`config.mk`:
```
export PLATFORM = sky130hd
export DESIGN_NAME = vga_capture
export DESIGN_NICKNAME = d
export VERILOG_FILES = /design/src/rtl/vga_capture.sv
export SDC_FILE = /design/constraint.sdc
export NUM_CORES = 1
export LEC_CHECK = 0
export ABC_CLOCK_PERIOD_IN_PS = 2510
export BUFFER_PORTS_ARGS = -buffer_cell sky130_fd_sc_hd__buf_4
export CAP_MARGIN = 20
export CORE_MARGIN = 2
export CORE_UTILIZATION = 50
export CTS_CLUSTER_DIAMETER = 100
export DETAILED_ROUTE_END_ITERATION = 12
export HOLD_SLACK_MARGIN = 0.12
export PLACE_DENSITY_LB_ADDON = 0.12
export SKIP_CTS_REPAIR_TIMING = 1
export SYNTH_ARGS = -nofsm -noshare
export SYNTH_HDL_FRONTEND = slang
export SYNTH_SLANG_ARGS = --single-unit
```
`constraint.sdc`:
```
create_clock -name clock_25MHz -period 2.51 [get_ports clock_25MHz]
set_input_delay 0.3765 -clock clock_25MHz [delete_from_list [all_inputs] [get_ports clock_25MHz]]
set_output_delay 0.3765 -clock clock_25MHz [all_outputs]
set_load 0.02 [all_outputs]
```
`src/rtl/vga_capture.sv`:
```
// Recovers active-pixel timing from a raw VGA sync/colour stream, verifies line and
// frame geometry before locking, and emits registered pixel coordinates and colour.
module vga_capture #(
  parameter int H_TOTAL  = 800,
  parameter int H_SYNC   = 97,
  parameter int H_BACK   = 44,
  parameter int H_ACTIVE = 640,
  parameter int V_TOTAL  = 525,
  parameter int V_BACK   = 30,
  parameter int V_ACTIVE = 480
) (
  input  logic       clock_25MHz,
  input  logic       reset,
  input  logic       hsync_in,
  input  logic       vsync_in,
  input  logic       red_in,
  input  logic       green_in,
  input  logic       blue_in,
  output logic       pixel_valid,
  output logic [9:0] pixel_row,
  output logic [9:0] pixel_col,
  output logic       red_out,
  output logic       green_out,
  output logic       blue_out,
  output logic       frame_start,
  output logic       locked,
  output logic       timing_error
);

  typedef enum logic [1:0] {SEARCH = 2'd0, VERIFY = 2'd1, LOCKED = 2'd2} state_t;

  localparam logic [9:0]  H_MAX     = 10'd1023;
  localparam logic [6:0]  H_LOW_MAX = 7'd127;
  localparam logic [10:0] H_TOTAL_W = 11'(H_TOTAL);
  localparam logic [6:0]  H_SYNC_W  = 7'(H_SYNC);
  localparam logic [9:0]  H_FIRST   = 10'(H_BACK);
  localparam logic [9:0]  H_LAST    = 10'(H_BACK + H_ACTIVE - 1);
  localparam logic [9:0]  V_FIRST   = 10'(V_BACK);
  localparam logic [9:0]  V_LAST    = 10'(V_BACK + V_ACTIVE - 1);
  localparam logic [9:0]  V_TOTAL_W = 10'(V_TOTAL);

  state_t      state_q, state_d;
  logic        hs_q, hs_d, hs_prev_q, hs_prev_d;
  logic        vs_q, vs_d, vs_prev_q, vs_prev_d;
  logic [2:0]  rgb_q, rgb_d;
  logic [9:0]  h_meas_q, h_meas_d;
  logic [6:0]  h_low_q, h_low_d;
  logic [9:0]  v_line_q, v_line_d;
  logic        first_q, first_d;
  logic        valid_q, valid_d;
  logic [9:0]  row_q, row_d, col_q, col_d;
  logic [2:0]  rgb_out_q, rgb_out_d;
  logic        frame_start_q, frame_start_d;
  logic        locked_q, locked_d;
  logic        timing_error_q, timing_error_d;
  logic        hs_rise, vs_rise, line_err, frame_err, in_window;
  logic [10:0] h_meas_p1;

  always_comb begin
    hs_rise   = hs_q & ~hs_prev_q;
    vs_rise   = vs_q & ~vs_prev_q;
    h_meas_p1 = {1'b0, h_meas_q} + 11'd1;
    // The first line measured after entering VERIFY may be partial, so only its sync width counts.
    line_err  = (h_meas_q == H_MAX) |
                (hs_rise & ((h_low_q != H_SYNC_W) | (~first_q & (h_meas_p1 != H_TOTAL_W))));
    frame_err = vs_rise & (v_line_q != V_TOTAL_W);
    in_window = (h_meas_q >= H_FIRST) && (h_meas_q <= H_LAST) &&
                (v_line_q >= V_FIRST) && (v_line_q <= V_LAST);
  end

  always_comb begin
    hs_d      = hsync_in;
    vs_d      = vsync_in;
    hs_prev_d = hs_q;
    vs_prev_d = vs_q;
    rgb_d     = {red_in, green_in, blue_in};
    if (hs_rise) begin
      h_meas_d = 10'd0;
    end else if (h_meas_q == H_MAX) begin
      h_meas_d = H_MAX;
    end else begin
      h_meas_d = h_meas_q + 10'd1;
    end
    if (hs_q) begin
      h_low_d = 7'd0;
    end else if (h_low_q == H_LOW_MAX) begin
      h_low_d = H_LOW_MAX;
    end else begin
      h_low_d = h_low_q + 7'd1;
    end
    if (vs_rise) begin
      v_line_d = hs_rise ? 10'd1 : 10'd0;
    end else if (hs_rise && (v_line_q != 10'd1023)) begin
      v_line_d = v_line_q + 10'd1;
    end else begin
      v_line_d = v_line_q;
    end
    if ((state_q == SEARCH) && (state_d == VERIFY)) begin
      first_d = 1'b1;
    end else if ((state_q == VERIFY) && hs_rise) begin
      first_d = 1'b0;
    end else begin
      first_d = first_q;
    end
  end

  // Sync sample flops idle high so leaving reset never fakes a sync rise.
  always_ff @(posedge clock_25MHz) begin
    if (reset) begin
      hs_q           <= 1'b1;
      hs_prev_q      <= 1'b1;
      vs_q           <= 1'b1;
      vs_prev_q      <= 1'b1;
      rgb_q          <= 3'd0;
      h_meas_q       <= 10'd0;
      h_low_q        <= 7'd0;
      v_line_q       <= 10'd0;
      first_q        <= 1'b0;
      valid_q        <= 1'b0;
      row_q          <= 10'd0;
      col_q          <= 10'd0;
      rgb_out_q      <= 3'd0;
      frame_start_q  <= 1'b0;
      locked_q       <= 1'b0;
      timing_error_q <= 1'b0;
    end else begin
      hs_q           <= hs_d;
      hs_prev_q      <= hs_prev_d;
      vs_q           <= vs_d;
      vs_prev_q      <= vs_prev_d;
      rgb_q          <= rgb_d;
      h_meas_q       <= h_meas_d;
      h_low_q        <= h_low_d;
      v_line_q       <= v_line_d;
      first_q        <= first_d;
      valid_q        <= valid_d;
      row_q          <= row_d;
      col_q          <= col_d;
      rgb_out_q      <= rgb_out_d;
      frame_start_q  <= frame_start_d;
      locked_q       <= locked_d;
      timing_error_q <= timing_error_d;
    end
  end

  always_ff @(posedge clock_25MHz) begin
    if (reset) begin
      state_q <= SEARCH;
    end else begin
      state_q <= state_d;
    end
  end

  always_comb begin
    state_d = state_q;
    case (state_q)
      SEARCH: begin
        if (vs_rise) begin
          state_d = VERIFY;
        end else begin
          state_d = SEARCH;
        end
      end
      VERIFY: begin
        if (line_err || frame_err) begin
          state_d = SEARCH;
        end else if (vs_rise) begin
          state_d = LOCKED;
        end else begin
          state_d = VERIFY;
        end
      end
      LOCKED: begin
        if (line_err || frame_err) begin
          state_d = SEARCH;
        end else begin
          state_d = LOCKED;
        end
      end
      default: state_d = SEARCH;
    endcase
  end

  // Only errors leave VERIFY/LOCKED for SEARCH, so that transition is the error pulse.
  always_comb begin
    locked_d       = (state_d == LOCKED);
    timing_error_d = (state_d == SEARCH) && (state_q != SEARCH);
    valid_d        = (state_q == LOCKED) && (state_d == LOCKED) && in_window;
    if (valid_d) begin
      col_d     = h_meas_q - H_FIRST;
      row_d     = v_line_q - V_FIRST;
      rgb_out_d = rgb_q;
    end else begin
      col_d     = col_q;
      row_d     = row_q;
      rgb_out_d = 3'd0;
    end
    frame_start_d = valid_d && (h_meas_q == H_FIRST) && (v_line_q == V_FIRST);
  end

  assign pixel_valid  = valid_q;
  assign pixel_row    = row_q;
  assign pixel_col    = col_q;
  assign red_out      = rgb_out_q[2];
  assign green_out    = rgb_out_q[1];
  assign blue_out     = rgb_out_q[0];
  assign frame_start  = frame_start_q;
  assign locked       = locked_q;
  assign timing_error = timing_error_q;

endmodule

```
* Word-level counts from Yosys, hierarchy flattened
Index checks and enable logic that the tools add are counted.
W data, S select, Z words.
** Operators by class
- Muxes and demuxes :: 12
- Add/sub/neg operators :: 6
- Reductions and logical operators :: 20
- Equality and inequality tests :: 12
- Magnitude comparators :: 4
- Bitwise logic cells :: 11
** Operator list (count)
- $mux W10 :: 3
- $add A10 B1 Y10 const B :: 2
- $ne A10 B10 Y1 const B :: 2
- $add A10 B1 Y11 const B :: 1
- $logic_and A1 B1 Y1 :: 11
- $ne A11 B10 Y1 const B :: 1
- $eq A10 B10 Y1 const B :: 1
- $eq A10 B5 Y1 const B :: 1
- $eq A10 B6 Y1 const B :: 1
- $ge A10 B5 Y1 const B :: 1
- $ge A10 B6 Y1 const B :: 1
- $le A10 B10 Y1 const B :: 1
- $le A10 B9 Y1 const B :: 1
- $sub A10 B5 Y10 const B :: 1
- $sub A10 B6 Y10 const B :: 1
- $add A7 B1 Y7 const B :: 1
- $eq A7 B7 Y1 const B :: 1
- $mux W7 :: 1
- $ne A7 B7 Y1 const B :: 1
- $mux W2 :: 3
- $pmux W2 S3 :: 1
- $reduce_bool A2 Y1 :: 3
- $reduce_or A2 Y1 :: 3
- $and A1 B1 Y1 :: 5
- 7 further kinds :: 17
** Storage, ports and cells
- Bits in registers :: 64
- Output and inout bits :: 27
- Input bits :: 7
- Logic and storage cells :: 82

* Depth between registers and ports, before layout
- Word-level depth :: 14
- Mapped depth :: 9
- Mapped depth without buffers :: 8

* Worst setup path after synthesis
OpenSTA, ideal clock, no wires.
- Path kind :: reg2reg
- From :: register h_meas_q[2]
- To :: register col_q[4] (netlist: pixel_col[4])
- Data arrival time :: 2.104 ns
- Buffers on the path :: 1
- Setup time :: 0.072 ns
- Period minus slack after synthesis :: 2.176 ns
- Stages on the path, launching flop included :: 9
- Required time :: 2.438 ns
- Slack :: 0.334 ns
- Path through :: dfxtp_1 -> ha_1 -> nand4_2 -> or3_1 -> buf_6 -> o21a_4 -> and4bb_4 -> o21ai_4 -> mux2i_1
** Between the ends
- Cells in the longest elaborated chain, start to end :: 12
- Elaborated cells between the ends (all ways) :: 20
- Those cells by class :: add/sub: 2; order compare: 2; eq/ne: 3; mux: 3; bitwise: 4; reduce/logical: 6
** Ends and longest elaborated chain
- from (decl) :: RTL line 46 : logic [9:0] h_meas_q, h_meas_d;
- from (signal assigned) :: RTL line 132 : h_meas_q <= h_meas_d;
- $add A10 B1 Y11 :: RTL line 62 : h_meas_p1 = {1'b0, h_meas_q} + 11'd1;
- $ne A11 B10 Y1 :: RTL line 65 : (hs_rise & ((h_low_q != H_SYNC_W) | (~first_q & (h_meas_p1 != H_TOTAL_W))));
- $and A1 B1 Y1 :: RTL line 65
- $or A1 B1 Y1 :: RTL line 65
- $and A1 B1 Y1 :: RTL line 65
- $or A1 B1 Y1 :: RTL line 64 : line_err = (h_meas_q == H_MAX) |
- $logic_or A1 B1 Y1 :: RTL line 165, 174
- $mux W2, on equally long branches :: RTL line 165, 174
- $pmux W2 S3 :: RTL line 156 : case (state_q)
- $eq A2 B2 Y1 :: RTL line 188 : valid_d = (state_q == LOCKED) && (state_d == LOCKED) && in_window;
- $logic_and A1 B1 Y1 (2 in a row) :: RTL line 188
- to (signal assigned) :: RTL line 138 : col_q <= col_d;
- to (decl) :: RTL line 51 : logic [9:0] row_q, row_d, col_q, col_d;
Parallel ways exist; a longest one is shown, timed or not.
A chain may end at the register's enable or synchronous reset.

* Final worst setup path
- From :: register h_meas_q[2]
- To :: register col_q[5] (netlist: pixel_col[5])
Same word-level chain as after synthesis.

==> metrics.md <==
| Metric | Value |
|---|---|
| Hold Path Sink | hs_prev_d$_SDFF_PP1_ |
| Area delta synth->final | 15.03% |
| Crit. End Element | flip-flop |
| Critical path arrival | 2.64 ns |
| Gr busiest metal | met2 |
| DRT Pass-1 Iters | 4 |
| Worst path max stage delay | 0.49 ns |
| Via/cell ratio | 5.535 |
| M1 GR Usage | 26.20% |
| Peak supply drop | 406.8 uV |
| RSZ-0062 raised after global routing | false |
| Startpoint types | flip-flop |
| I/O pins | 34 |
| Logic gate share of total power | 3.7% |
| WHS Path Cells | 2 |
| CP required | 2.78 ns |
| Post-synthesis register bit count | 64 |
| Worst R2R Setup Slack | 0.14 ns |
| Worst skew pair latency | 0.34 ns |
| Die Area | 7152 sq um |
| YS warnings | 0 |
| HP Start | hsync_in |
| Detailed placer's ending HPWL | 4.730 mm |
| Max Clk Rate | 421.2 MHz |
| Htree depth | 3 |
| Non-Filler Instances | 460 |
| FF-to-FF End | pixel_col[5]$_SDFFE_PP0N_ |
| Proportion of power drawn by the clock network | 44.3% |
| IO buf count | 33 |
| Inserted Diodes | 0 |
| Grt ovf | 0 |
| Ys flop type | dfxtp_1 |
| Crit path buffers/inverters | 1 |
| Antenna viol nets, final | 0 |
| Post-Synthesis Cells | 348 |
| Slew HR | 67.25% |
| Grt met2 use | 29.35% |
| Critical path, cell by cell | ha_2, nand4_2, or3_1, o21a_4, and4bb_4, o21ai_4, buf_12, mux2i_1 |
| Layout cells sized above 1 | 19.58% |
| Pins Over Slew Limit | 0 |
| Psw | 0.0004381 W |
| Placed instance count | 443 |
| Initial Utilization | 51.41% |
| Seq/Total Area, Yosys | 39.48% |
| CTS root buf | clkbuf_8 |
| Status | complete, no violations |
| Least-Margin Pin Slew | 0.4789 ns |
| Setup violations, final | 0 |
| CTS Buf Count | 9 |
| Number of synthesized flops with an enable pin | 0 |
| Clk slew on worst S/H paths | 0.07 ns |
| Routed wire length | 6.591 mm |
| Clk_skew | 0.009057 ns |
| Die width | 84.57 microns |
| Syn_nets | 368 |
| Count of clock tree sinks | 64 |
| Fin nets | 398 |
| Avg Inst Size Synth | 9.326 sq um |
| Leak Pwr | 1.637 nW |
| Reg2Reg Depth | 8 |
| Mapped Area | 3246 sq um |
| RD Place Congestion | 0.8657 |
| Tcrit/Tclk final | 94.58% |
| CTS tree | yes |
| Seq pwr share | 52.0% |
| CP Class | reg2reg |
| Vias post-DR | 2,546 |
| Min-delay worst type | in2reg |
| Largest net degree at the start of global routing | 24 |
| DRC | 0 |
| Row count | 29 |
| Total core area | 6314 sq um |
| Setup TNS Final | 0 ns |
| Final Critical Period | 2.374 ns |
| Internal Power | 0.001569 W |
| Die Y | 84.57 microns |
| First-pass GRT wire length | 11.07 mm |
| Clock buffer depth | 2 |
| Crit-path max FO | 11 |
| Power Density | 537.7 nW/um^2 |
| Distinct cells, synth | 55 |
| Reg2Reg Launch Point | h_meas_q[2]$_SDFF_PP0_ |
| GRT Total Usage | 19.43% |
| Fin util | 59.14% |
| Critical-path top delay cell | dfxtp_1 |
| Vias in the first global route | 2,272 |
| Max-Cap Viols | 0 |
| GR Util met3 | 6.096% |
| Avg WL per Cell | 14.33 microns |
| Switch share | 21.82% |
| Initial antenna violation count | 0 |
| Final Hold Vio Count | 0 |
| Delay-heaviest family, CP | simple AND/OR/NAND/NOR gates |
| Initial DRC Count | 144 |
| Synth async-reset ratio | 0% |
## cell type report
type | instances | area [sq um]
inverters | 8 | 30.03
fillers | 596 | 2580
well taps | 77 | 96.34
clock inverters | 3 | 40.04
repair buffers | 42 | 327.8
flip-flops and latches | 64 | 1281
multi-input cells | 253 | 1799
clock buffers | 13 | 158.9
## registers in the layout, summed over array words and instances (netlist names), 2 cells and up
name / count
h_low_q: 7
h_meas_q: 10
pixel_col: 10
pixel_row: 10
rgb_out_q: 3
rgb_q: 3
state_q: 2
v_line_q: 10
## layer usage
layer / wire [microns] / vias up
li1: - / 1272
met4: 109 / 0
met5: 0 / -
met3: 327 / 9
met2: 3121 / 68
met1: 3032 / 1197
## synth_stat cells (all sizes together), types with 2 or more instances
library cell / n / area [sq um]
o21ai: 6 / 41.29
and2: 5 / 31.28
xnor2: 14 / 122.6
dfxtp: 64 / 1281
mux2i: 11 / 110.1
and3: 6 / 37.54
ha: 13 / 162.7
nor3: 4 / 25.02
o211a: 9 / 90.09
and4: 6 / 57.55
clkbuf: 7 / 26.28
nand3: 12 / 60.06
a31oi: 3 / 18.77
a21oi: 20 / 100.1
nand2b: 6 / 37.54
nor4: 3 / 33.78
a21o: 2 / 15.01
buf: 16 / 111.4
and4b: 3 / 30.03
nor2b: 9 / 56.30
a2111oi: 3 / 51.30
nand2: 40 / 150.1
a211oi: 5 / 37.54
o211ai: 10 / 75.07
nand4: 4 / 31.28
inv: 8 / 30.03
nor2: 23 / 86.33
xor2: 16 / 140.1
or2: 5 / 31.28
## worst register-to-register path, cell delays in order, from the launching register on
cell,delay (ns)
dfxtp_1,0.49
ha_2,0.29
nand4_2,0.11
or3_1,0.47
o21a_4,0.17
and4bb_4,0.26
o21ai_4,0.19
buf_12,0.15
mux2i_1,0.19
## power by group through the flow
| stage | clock [W] | combinational (W) | sequential, W |
|---|---|---|---|
| 2_1_floorplan | 0 | 0.0000505 | 0.00106 |
| 3_3_place_gp | 0 | 0.0000732 | 0.00107 |
| 3_5_place_dp | 0 | 0.0000748 | 0.00107 |
| 4_1_cts | 0.000913 | 0.0000751 | 0.00104 |
| 5_1_grt | 0.000955 | 0.0000844 | 0.00105 |
| 6_report | 0.000888 | 0.0000745 | 0.00104 |
## cell families after synthesis
family          count (synthesis)  share of synthesized area (%)
buf+inv                        31                          5.166
flops                          64                          39.48
mux                            11                          3.393
fa+ha+maj                      13                          5.012
simple gates                  133                          23.13
xor+xnor                       30                          8.096
compound gates                 66                          15.73
## how the worst max path moves through the flow
stage | from | to | depth (start not counted) | slack, ns
after detailed placement | h_meas_q[2]$_SDFF_PP0_ | pixel_col[5]$_SDFFE_PP0N_ | 7 | 0.09
after global placement | h_meas_q[2]$_SDFF_PP0_ | pixel_col[4]$_SDFFE_PP0N_ | 7 | 0.21
after global routing | h_meas_q[2]$_SDFF_PP0_ | pixel_col[5]$_SDFFE_PP0N_ | 8 | 0.02
after floorplan | h_meas_q[2]$_SDFF_PP0_ | pixel_col[4]$_SDFFE_PP0N_ | 8 | 0.33
after CTS | h_meas_q[2]$_SDFF_PP0_ | pixel_col[5]$_SDFFE_PP0N_ | 7 | 0.08
final | h_meas_q[2]$_SDFF_PP0_ | pixel_col[5]$_SDFFE_PP0N_ | 8 | 0.14
## per-stage QoR
stage	hold slack, ns	worst slack, ns	power, W	area (sq um)
after global placement	0.4103	0.2081	0.001140	3512
after CTS	0.2073	0.08061	0.002032	3711
after global routing	0.2086	0.01629	0.002086	3734
after floorplan	0.4057	0.3343	0.001114	3246
after detailed placement	0.4143	0.09206	0.001142	3512
final	0.2187	0.1359	0.002008	3734
## cell usage in the layout (no fill, tap or decap), drive strengths merged, types with 2 or more instances in the layout
cell and count:
o211a 9, dfxtp 64, nand2b 6, buf 42, o21ai 6, nor2b 9
nor3 4, nand4 4, a2111oi 3, nand2 40, a21o 2, nor2 23
nand3 12, xor2 16, a21oi 20, and2 5, o211ai 10, a31oi 3
nor4 3, clkbuf 13, and4 6, ha 13, inv 8, mux2i 11
a211oi 5, or2 5, and4b 3, clkinv 2, and3 6, xnor2 14
Note: power is estimated with default switching activity, not from simulation.
